<file path="config.mk">
export PLATFORM = sky130hd
export DESIGN_NAME = uart_tx_word_packer
export DESIGN_NICKNAME = d
export VERILOG_FILES = /design/src/rtl/uart_tx_word_packer.sv
export SDC_FILE = /design/constraint.sdc
export NUM_CORES = 1
export LEC_CHECK = 0
export BUFFER_PORTS_ARGS = -buffer_cell sky130_fd_sc_hd__buf_2
export CAP_MARGIN = 10
export CORE_MARGIN = 8
export CORE_UTILIZATION = 59
export CTS_CLUSTER_SIZE = 28
export DETAILED_ROUTE_END_ITERATION = 7
export PLACE_DENSITY = 0.83
export SLEW_MARGIN = 20
export SYNTH_ARGS = -nofsm -noshare
export SYNTH_HDL_FRONTEND = slang
export SYNTH_SLANG_ARGS = --single-unit
</file>
<file path="constraint.sdc">
create_clock -name clk -period 2.82 [get_ports clk]
set_input_delay 0.282 -clock clk [delete_from_list [all_inputs] [get_ports clk]]
set_output_delay 0.282 -clock clk [all_outputs]
set_load 0.02 [all_outputs]
</file>
<file path="src/rtl/uart_tx_word_packer.sv">
// Word-to-byte feeder for the UART transmitter: buffers bus words in a small FIFO
// and hands them to the UART one character at a time over data_en/tx_busy.
module uart_tx_word_packer #(
   parameter int unsigned WORD_WIDTH = 32,
   parameter int unsigned BYTE_WIDTH = 8,
   parameter int unsigned FIFO_DEPTH = 4,
   parameter bit          LSB_FIRST  = 1'b1
) (
   input  logic                          clk,
   input  logic                          rst,
   input  logic [WORD_WIDTH-1:0]         s_data,
   input  logic                          s_valid,
   output logic                          s_ready,
   output logic [BYTE_WIDTH-1:0]         uart_data,
   output logic                          uart_data_en,
   input  logic                          uart_tx_busy,
   output logic [$clog2(FIFO_DEPTH):0]   fifo_count,
   output logic                          idle
);

   localparam int unsigned NB = WORD_WIDTH / BYTE_WIDTH;
   localparam int unsigned AW = $clog2(FIFO_DEPTH);
   localparam int unsigned CW = AW + 1;
   localparam int unsigned IW = (NB > 1) ? $clog2(NB) : 1;

   typedef enum logic [2:0] {
      ST_IDLE,
      ST_LOAD,
      ST_SEND,
      ST_WAIT_HI,
      ST_WAIT_LO
   } state_t;

   state_t                state, state_next;
   logic [WORD_WIDTH-1:0] mem [FIFO_DEPTH];
   logic [AW-1:0]         wr_ptr, rd_ptr;
   logic [WORD_WIDTH-1:0] word_r;
   logic [IW-1:0]         idx;
   logic                  wr_en, pop, last_byte;
   logic [CW-1:0]         count_next;

   function automatic logic [BYTE_WIDTH-1:0] pick(input logic [WORD_WIDTH-1:0] w,
                                                 input logic [IW-1:0] i);
      int unsigned k;
      k = 32'(i);
      if (!LSB_FIRST) k = NB - 1 - k;
      return w[k*BYTE_WIDTH +: BYTE_WIDTH];
   endfunction

   assign wr_en      = s_valid & s_ready;
   assign pop        = (state == ST_LOAD);
   assign count_next = fifo_count + CW'(wr_en) - CW'(pop);
   assign last_byte  = (idx == IW'(NB - 1));

   // data_en is combinational so the pulse lands in the same cycle busy is seen low
   assign uart_data_en = (state == ST_SEND) & ~uart_tx_busy & ~rst;
   assign idle         = (fifo_count == '0) & (state == ST_IDLE) & ~uart_tx_busy;

   always_comb begin
      state_next = state;
      case (state)
         ST_IDLE:    if (fifo_count != '0) state_next = ST_LOAD;
         ST_LOAD:    state_next = ST_SEND;
         ST_SEND:    if (!uart_tx_busy) state_next = ST_WAIT_HI;
         ST_WAIT_HI: if (uart_tx_busy) state_next = ST_WAIT_LO;
         ST_WAIT_LO: begin
            if (!uart_tx_busy) begin
               if (!last_byte)             state_next = ST_SEND;
               else if (fifo_count != '0)  state_next = ST_LOAD;
               else                        state_next = ST_IDLE;
            end
         end
         default:    state_next = ST_IDLE;
      endcase
   end

   always_ff @(posedge clk) begin
      if (wr_en) mem[wr_ptr] <= s_data;
   end

   always_ff @(posedge clk) begin
      if (rst) begin
         state      <= ST_IDLE;
         wr_ptr     <= '0;
         rd_ptr     <= '0;
         fifo_count <= '0;
         s_ready    <= 1'b1;
         idx        <= '0;
         word_r     <= '0;
         uart_data  <= '0;
      end else begin
         state      <= state_next;
         fifo_count <= count_next;
         s_ready    <= (count_next != CW'(FIFO_DEPTH));
         if (wr_en) wr_ptr <= wr_ptr + AW'(1);
         if (pop)   rd_ptr <= rd_ptr + AW'(1);
         // uart_data only moves on entry to SEND, so it is stable from data_en to busy falling
         case (state)
            ST_LOAD: begin
               word_r    <= mem[rd_ptr];
               idx       <= '0;
               uart_data <= pick(mem[rd_ptr], '0);
            end
            ST_WAIT_LO: begin
               if (!uart_tx_busy && !last_byte) begin
                  idx       <= idx + IW'(1);
                  uart_data <= pick(word_r, idx + IW'(1));
               end
            end
            default: ;
         endcase
      end
   end

endmodule

</file>
==> results of run 1 <==
==> registers in the layout, indices dropped and copies added, names as in the netlist, named ones only <==
register / count
fifo_count: 3
wr_ptr: 2
state: 3
mem: 128
word_r: 32
uart_data: 8
s_ready: 1
idx: 2
rd_ptr: 2
==> cell usage after synthesis (all sizes together) <==
library cell  number  area, µm²
clkbuf            13      48.80
fa                 1      20.02
a221oi             1      8.760
a21oi             41      205.2
nor3               8      40.04
nand2b             1      6.260
and4               1      8.760
and3               4      25.02
nand3b             1      7.510
a21boi             1      7.510
or3                2      12.51
nor2               5      18.77
o21ai              1      5.000
o211ai             4      30.03
nor4               1      6.260
inv                6      22.52
a21o               1      7.510
nor2b              1      6.260
a211oi             9      67.56
a2111oi            1      8.760
mux4              40      900.9
o31ai              1      7.510
buf               16      88.83
o32ai              8      70.07
xnor3              1      22.52
or3b               2      17.52
or2                1      6.260
nand2             69      259.0
dfxtp             55       1101
xnor2              2      17.52
edfxtp           128       3844
nand3              3      15.01
or4                2      15.01
ha                 6      75.07
nor3b              2      25.02
==> metrics by stage <==
step                      hold slack [ns]  setup WS [ns]  std cells  power, mW
after CTS                         0.05701         0.6945        649      7.530
after floorplan                    0.3809         0.6669        439      4.653
after global routing              0.05000         0.5921        649      7.817
final                             0.07308         0.7212        649      7.505
after global placement             0.4390         0.9055        617      5.057
after detailed placement           0.4506         0.7562        617      5.143
==> worst reg2reg max path: stages (launching register included) <==
cell     delay (ns)
dfxtp_1        0.71
ha_1           0.47
mux4_2         0.38
o32ai_1        0.27
nor3_1         0.08
==> power groups by stage <==
stage | sequential (mW) | clock, mW | combinational [mW]
after global placement | 3.57 | 0 | 1.49
final | 3.55 | 2.39 | 1.57
after CTS | 3.55 | 2.41 | 1.57
after floorplan | 3.54 | 0 | 1.12
after detailed placement | 3.60 | 0 | 1.54
after global routing | 3.59 | 2.54 | 1.69
==> final timing paths <==
kind,start,endpoint,slack (ns),cells after the start
worst min-delay path,s_data[11],mem[0][11]$_DFFE_PP_,0.07,1
worst max-delay path,state[1]$_SDFFE_PP0P_,idle,0.72,3
worst max register to register,idx[0]$_SDFFE_PP0P_,uart_data[2]$_SDFFE_PP0P_,0.77,4
worst min register to register,word_r[27]$_SDFFE_PP0N_,word_r[27]$_SDFFE_PP0N_,0.46,2
==> cell families (layout without fill, tap and decap cells) <==
kind of cell / Yosys count / in the layout / synth area share
buffers and inverters: 35 / 98 / 0.02279
AND/OR/NAND/NOR: 103 / 103 / 0.06676
XOR/XNOR: 3 / 3 / 0.005697
flip-flops: 183 / 183 / 0.7036
adder cells (fa/ha/maj): 7 / 7 / 0.01353
multiplexers: 40 / 40 / 0.1282
AO/OA/AOI/OAI: 68 / 68 / 0.05946
==> metal layers <==
metal	up-vias	global-route usage
met4	0	0.08309
met3	45	0.05525
met2	212	0.3126
met1	2055	0.2163
met5	-	0
li1	1798	-
==> final cells by class <==
class,instances,area [µm²],area share
Clock buffer,18,429.2,0.05348
Clock inverter,14,173.9,0.02167
Inverter,6,22.52,0.002806
Multi-Input combinational cell,221,1929,0.2404
Sequential cell,183,4946,0.6163
Tap cell,147,183.9,0.02292
Timing Repair Buffer,60,340.3,0.04241
==> flow_summary_export.csv, run 1 <==
group,metric,value,unit
route,ant_nets,0,
grt,grt_pass1_vias,4167,
route,drt_first_iter_violations,417,
cells_and_area,final_util,0.6794,
yosys,seq_area_frac_synth,0.7036,
clocking,clkTransAtPathRegs,0.07,ns
grt,gr-total-overflow,0,
setup_path,start_kind,"flip-flop",
timing,finalHoldViolations,0,
clocking,post_cts_buffers,0,
yosys,yosysUniqueCellTypes,38,
clocking,clkLatencyLatePin,0.42,ns
grt,grt_max_degree,54,
floorplan,design.core.area,0.01181,mm²
cells_and_area,nFillCells,728,
floorplan,fp.dieH,125.1,µm
grt,grt_usage,0.1856,
route,wl_met1,5463,µm
clocking,cts_tree,"built",
floorplan,chipWidth,125.1,µm
floorplan,start_util,0.5950,
timing,post-route-period-util,0.7443,
cells_and_area,layout_commonest_cell,"edfxtp_1",
yosys,ys_ff_latch,183,
floorplan,rows,40,
setup_path,crit_required,2.54,ns
pwr,p_comb_frac,0.209,
clocking,cts_resized,0,
cells_and_area,nets,532,
setup_path,crit_path_end_kind,"output pin",
clocking,cts-root-buf,"clkbuf_16",
floorplan,fp.dieArea,0.01566,mm²
pwr,switchingPower,2.142,mW
route,met3WireLength,1025,µm
clocking,htree_levels,4,
route,wl_per_cell,21.92,µm
cells_and_area,mostFrequentLayoutCells,"edfxtp_1, nand2_1, dfxtp_1",
route,wl_met2,7297,µm
cells_and_area,final_area,0.008025,mm²
route,num_vias,4110,
pwr,p_leak,2.707,nW
timing,drv_slew,0,
place,place.gp.congestion,0.7825,
place,io_buffers,49,
setup_path,critPathSlowestCell,"or4_1",
pwr,power_density,935.2,mW/mm²
clocking,hold_buffers,0,
timing,finalCriticalPeriod,2.099,ns
pwr,ir_drop,0.5989,mV
timing,fmax,0.4765,GHz
route,drc_errors,0,
route,topRoutingLayerUsed,"met4",
floorplan,num_io_pins,50,
place,dp_hpwl,8385,µm
yosys,netlist_area,0.007028,mm²
worst_hold_path,hold_class,"input pin to flip-flop",
timing,tns,0,ns
setup_path,crit_fanout,13,
setup_path,slowest_delay,0.56,ns
clocking,clock_path_buffers,2,
run,cap_violations,0,
setup_path,critPathTopFamily,"simple AND/OR/NAND/NOR gates",
timing,fin_skew,0.006771,ns
yosys,synthCells,439,
outcome,status,"finished clean",
yosys,syn_avg_cell_area,16.01,µm²
route,drtPass1Iterations,7,
timing,rsz0062_at_grt,"false",
grt,antenna_found_initial,0,
setup_path,cp_cell_sequence,"or4_1 > nor4_1 > buf_2",
clocking,cts.sinks,183,
route,routed_wirelength,14220,µm
timing,setup_violations,0,
place,placed_area,0.007422,mm²
yosys,syn_nets,482,
setup_path,critPathKind,"flip-flop to output pin",
timing,tightest_slew,0.7101,ns
grt,grt_pass1_wl,22240,µm
route,via_per_inst,6.333,
pwr,swShare,0.2854,
pwr,sequentialPowerShare,0.473,
cells_and_area,num_antenna_cells,0,
yosys,yosys_warnings,0,
cells_and_area,area_growth,14.19,%
cells_and_area,drive_gt1_frac,0.2669,
setup_path,crit_arrival,1.82,ns
setup_path,crit_buf_inv,1,
pwr,power_frac_clock,0.319,
clocking,numCtsBuffers,17,
pwr,internal_power,5.363,mW
timing,relSlewSlack,0.5249,
Note: power is estimated with default switching activity, not from simulation.
==> inputs of run 2 (changes only) <==
CORE_UTILIZATION = 54   (was 59)
PLACE_DENSITY = 0.8   (was 0.83)
clock period = 1.9 ns   (was 2.82 ns; I/O delays follow)
==> run 2 against run 1 <==
Die area is 8.1% higher. Largest cell class unchanged. Largest power group unchanged. Sequential share of layout area fell by 3.4 points. Clock power rose by 43%. Cell count rose by 11%. Clock-buffer cell count grew 2. The flow now finishes with violations (setup timing).
==> flow_summary_export.csv, run 2 (synthesis gave the netlist of run 1 again) <==
group,metric,value,unit
route,num_vias,4075,
cells_and_area,nFillCells,834,
timing,setup_violations,2,
pwr,power_density,1314,mW/mm²
setup_path,crit_required,1.71,ns
setup_path,r2r_setup_slack,-0.03,ns
cells_and_area,drive_gt1_frac,0.2747,
cells_and_area,area_growth,20.99,%
worst_hold_path,hold_class,"input pin to flip-flop",
floorplan,fp.dieH,130.1,µm
clocking,cts.sinks,183,
setup_path,critPathSlowestCell,"or4_1",
pwr,p_leak,2.912,nW
route,ant_nets,0,
timing,fin_skew,0.006827,ns
floorplan,num_io_pins,50,
clocking,clock_path_buffers,2,
clocking,htree_levels,4,
cells_and_area,regMostFlops,"mem",
timing,tns,-0.09333,ns
setup_path,slowest_delay,0.52,ns
grt,gr-total-overflow,0,
cells_and_area,largest_reg_flops,128,
route,drtPass1Iterations,4,
pwr,power,11.18,mW
route,routed_wirelength,14290,µm
setup_path,crit_arrival,1.77,ns
clocking,cts_tree,"built",
setup_path,crit_buf_inv,2,
setup_path,crit_path_end_kind,"output pin",
floorplan,rows,41,
pwr,ir_drop,0.6192,mV
grt,grt_pass1_wl,22760,µm
timing,drv_slew,0,
cells_and_area,reg_top3,"mem: 128 flops, word_r: 32 flops, uart_data: 8 flops",
setup_path,cp_cell_sequence,"buf_6 > or4_1 > nor4_1 > buf_2",
timing,relSlewSlack,0.5443,
outcome,violations,"setup timing",
route,wl_per_cell,19.90,µm
cells_and_area,num_antenna_cells,0,
clocking,cts-root-buf,"clkbuf_16",
timing,finalHoldViolations,0,
grt,antenna_found_initial,0,
place,dp_hpwl,8854,µm
timing,finalCriticalPeriod,1.963,ns
setup_path,start_kind,"flip-flop",
timing,rsz0062_at_grt,"true",
clocking,clkTransAtPathRegs,0.06,ns
timing,fmax,0.5095,GHz
clocking,clkLatencyLatePin,0.42,ns
cells_and_area,layout_commonest_cell,"edfxtp_1",
floorplan,chipWidth,130.1,µm
floorplan,fp.dieArea,0.01692,mm²
grt,grt_pass1_vias,4342,
timing,tightest_slew,0.6805,ns
outcome,status,"finished with violations",
timing,post-route-period-util,1.033,
floorplan,start_util,0.5547,
route,via_per_inst,5.675,
route,drc_errors,0,
cells_and_area,mostFrequentLayoutCells,"edfxtp_1, nand2_1, dfxtp_1",
setup_path,crit_fanout,2,
setup_path,critPathTopFamily,"simple AND/OR/NAND/NOR gates",
place,io_buffers,49,
timing,whs,0.09735,ns
grt,grt_usage,0.1805,
place,pre_cts_ws,0.08887,ns
route,drt_first_iter_violations,375,
run,cap_violations,0,
cells_and_area,nets,576,
place,place.gp.congestion,0.7794,
grt,grt_max_degree,46,
timing,finalWorstSetupSlack,-0.06281,ns
clocking,numCtsBuffers,17,
setup_path,critPathKind,"flip-flop to output pin",
floorplan,design.core.area,0.01267,mm²
[run 2: changes by cell type in the layout (fill, tap and decap cells not counted), sizes merged]
| cell | delta |
|---|---|
| inv | -3 |
| clkinv | +3 |
| buf | +12 |
| dlygate4sd3 | +32 |
| clkinvlp | -2 |
| clkbuf | +2 |
[run 2: metrics by stage]
step	instances	instance area, µm²	util
final	718	8503	0.6711
after global routing	718	8503	0.6711
after CTS	717	8486	0.6697
after detailed placement	651	7564	0.5969
after global placement	651	7564	0.5969
after floorplan	439	7064	-
[run 2: layout make-up]
class,instances,area [µm²],area share
Clock inverter,12,133.9,0.01574
Sequential cell,183,4952,0.5824
Timing Repair Buffer,104,794.5,0.09344
Inverter,6,22.52,0.002649
Tap cell,172,215.2,0.02531
Multi-Input combinational cell,221,1948,0.2291
Clock buffer,20,436.7,0.05135
[run 2: routing by layer]
layer / routed length [µm] / share of wire / vias up / GRT usage
li1: - / - / 1886 / -
met1: 5779 / 0.40 / 2041 / 0.2088
met2: 7446 / 0.52 / 119 / 0.3111
met3: 725 / 0.051 / 29 / 0.04855
met4: 335 / 0.023 / 0 / 0.07650
met5: 0 / 0 / - / 0
[run 2: repair_timing]
item	CTS	global route
cloned	0	0
pin swaps	2	6
resized for setup	6	4
hold buffers	32	0
hold endpoints to repair	128	0
setup endpoints to repair	1	2
buffers inserted	2	1
[run 2: worst paths after layout]
kind                                              from                        to  cells past startpoint
worst min register to register  word_r[9]$_SDFFE_PP0N_    word_r[9]$_SDFFE_PP0N_                      2
worst max register to register   state[2]$_SDFFE_PP0P_        s_ready$_SDFF_PP1_                      9
worst min-delay path                               rst  fifo_count[1]$_SDFF_PP0_                      2
worst max-delay path             state[2]$_SDFFE_PP0P_                      idle                      4
[run 2: worst register-to-register path, cell delays in order (launching register included)]
cell      delay (ns)
dfxtp_4         0.35
buf_6           0.12
nor3b_4         0.25
xnor2_2         0.14
ha_2            0.19
inv_2           0.04
fa_2            0.34
xnor3_1         0.19
nor2_2          0.10
nand3b_1        0.09
[run 2: report_power, final]
part / leakage (nW) / internal [mW] / switching, mW
logic: 1.01 / 1.17 / 1.45
registers: 1.63 / 4.87 / 0.286
clock network: 0.278 / 2.04 / 1.37
total: 2.91 / 8.07 / 3.10
==> inputs of run 3 (changes only) <==
CORE_UTILIZATION = 55   (was 54)
PLACE_DENSITY = 0.79   (was 0.8)
clock period = 2.4 ns   (was 1.9 ns; I/O delays follow)
==> run 3 against run 2 <==
The run now ends clean. Routed wire length decreased by 8.4%. Critical path depth decreased by 1. Combinational power decreased by 30%. Flip-flop and latch count unchanged. Final area decreased by 5.9%. Highest routed layer unchanged. Setup slack improved by 0.42 ns. Global-route usage decreased by 1.0 points. Clock skew about the same. Sequential power decreased by 20%. Hold slack got worse by 0.075 ns. Power decreased by 24%. Via count decreased by 5.3%.
==> flow_summary_export.csv, run 3 (synthesis gave the netlist of run 1 again) <==
group,metric,value,unit
clocking,cts-root-buf,"clkbuf_16",
cells_and_area,area_growth,13.83,%
timing,finalWorstSetupSlack,0.3584,ns
setup_path,crit_arrival,1.80,ns
setup_path,crit_required,2.16,ns
cells_and_area,reg_top3,"mem: 128 flops, word_r: 32 flops, uart_data: 8 flops",
pwr,power,8.503,mW
clocking,cts_resized,0,
floorplan,chipWidth,129.0,µm
timing,whs,0.02188,ns
cells_and_area,final_util,0.6365,
route,drtPass1Iterations,5,
place,io_buffers,49,
outcome,status,"finished clean",
clocking,htree_levels,4,
route,ant_nets,0,
worst_hold_path,hold_class,"input pin to flip-flop",
floorplan,rows,41,
route,drt_first_iter_violations,312,
place,place.gp.congestion,0.8154,
place,pre_cts_ws,0.3755,ns
setup_path,start_kind,"flip-flop",
cells_and_area,num_antenna_cells,0,
cells_and_area,largest_reg_flops,128,
cells_and_area,regMostFlops,"mem",
grt,antenna_found_initial,0,
place,dp_hpwl,8009,µm
cells_and_area,nets,532,
setup_path,crit_path_end_kind,"output pin",
setup_path,crit_fanout,13,
timing,drv_slew,0,
cells_and_area,mostFrequentLayoutCells,"edfxtp_1, nand2_1, dfxtp_1",
floorplan,fp.dieArea,0.01665,mm²
run,cap_violations,0,
route,drc_errors,0,
floorplan,start_util,0.5592,
route,via_per_inst,5.727,
grt,grt_pass1_vias,4155,
timing,tns,0,ns
setup_path,critPathKind,"flip-flop to output pin",
grt,grt_max_degree,46,
floorplan,num_io_pins,50,
route,num_vias,3860,
clocking,numCtsBuffers,17,
grt,grt_pass1_wl,21070,µm
route,wl_per_cell,19.43,µm
timing,post-route-period-util,0.8507,
pwr,power_density,1063,mW/mm²
clocking,clkTransAtPathRegs,0.07,ns
timing,finalCriticalPeriod,2.042,ns
grt,gr-total-overflow,0,
cells_and_area,drive_gt1_frac,0.2689,
clocking,clkLatencyLatePin,0.43,ns
timing,setup_violations,0,
route,routed_wirelength,13090,µm
timing,tightest_slew,0.6805,ns
clocking,cts_tree,"built",
timing,finalHoldViolations,0,
clocking,hold_buffers,0,
floorplan,design.core.area,0.01257,mm²
clocking,cts.sinks,183,
grt,grt_usage,0.1704,
timing,fmax,0.4898,GHz
cells_and_area,layout_commonest_cell,"edfxtp_1",
timing,relSlewSlack,0.5446,
timing,fin_skew,0.007051,ns
pwr,ir_drop,0.6613,mV
pwr,p_leak,2.685,nW
clocking,clock_path_buffers,2,
timing,rsz0062_at_grt,"false",
clocking,post_cts_buffers,0,
floorplan,fp.dieH,129.0,µm
cells_and_area,nFillCells,896,
-- run 3: critical path: stages (launching register included) --
cell	delay, ns
dfxtp_1	0.44
or4_1	0.56
nor4_1	0.17
buf_2	0.21
-- run 3: cell type report --
class                   instances  area, µm²  share of cell area
well taps                     172      215.2             0.02690
clock inverters                14      130.1             0.01627
flip-flops and latches        183       4946              0.6182
repair buffers                 60      327.8             0.04098
inverters                       6      22.52            0.002815
clock buffers                  18      429.2             0.05364
multi-input cells             221       1929              0.2412
-- run 3: power breakdown --
part	switching, mW	internal (mW)
Combinational	1.04	0.788
Clock	1.15	1.43
Sequential	0.245	3.85
-- run 3: worst paths after layout --
path	end	slack [ns]	from	cells after the start
worst max register to register	s_ready$_SDFF_PP1_	0.37	state[0]$_SDFFE_PP0P_	8
worst min-delay path	mem[0][2]$_DFFE_PP_	0.02	s_data[2]	1
worst max-delay path	idle	0.36	state[1]$_SDFFE_PP0P_	3
worst min register to register	word_r[26]$_SDFFE_PP0N_	0.46	word_r[26]$_SDFFE_PP0N_	2
-- run 3: metal layers --
layer  vias up  part of all wire  routed length (µm)  GRT usage
met2       130              0.51                6696     0.2839
met4         0             0.022                 284    0.09606
met5         -                 0                   0          0
met1      1905              0.39                5129     0.1954
met3        24             0.075                 982    0.04807
li1       1801                 -                   -          -
-- run 3: metrics by stage --
stage | std cells | instance area (µm²)
final | 674 | 8000
after global routing | 674 | 8000
after CTS | 674 | 8000
after detailed placement | 642 | 7441
after global placement | 642 | 7441
after floorplan | 439 | 7028
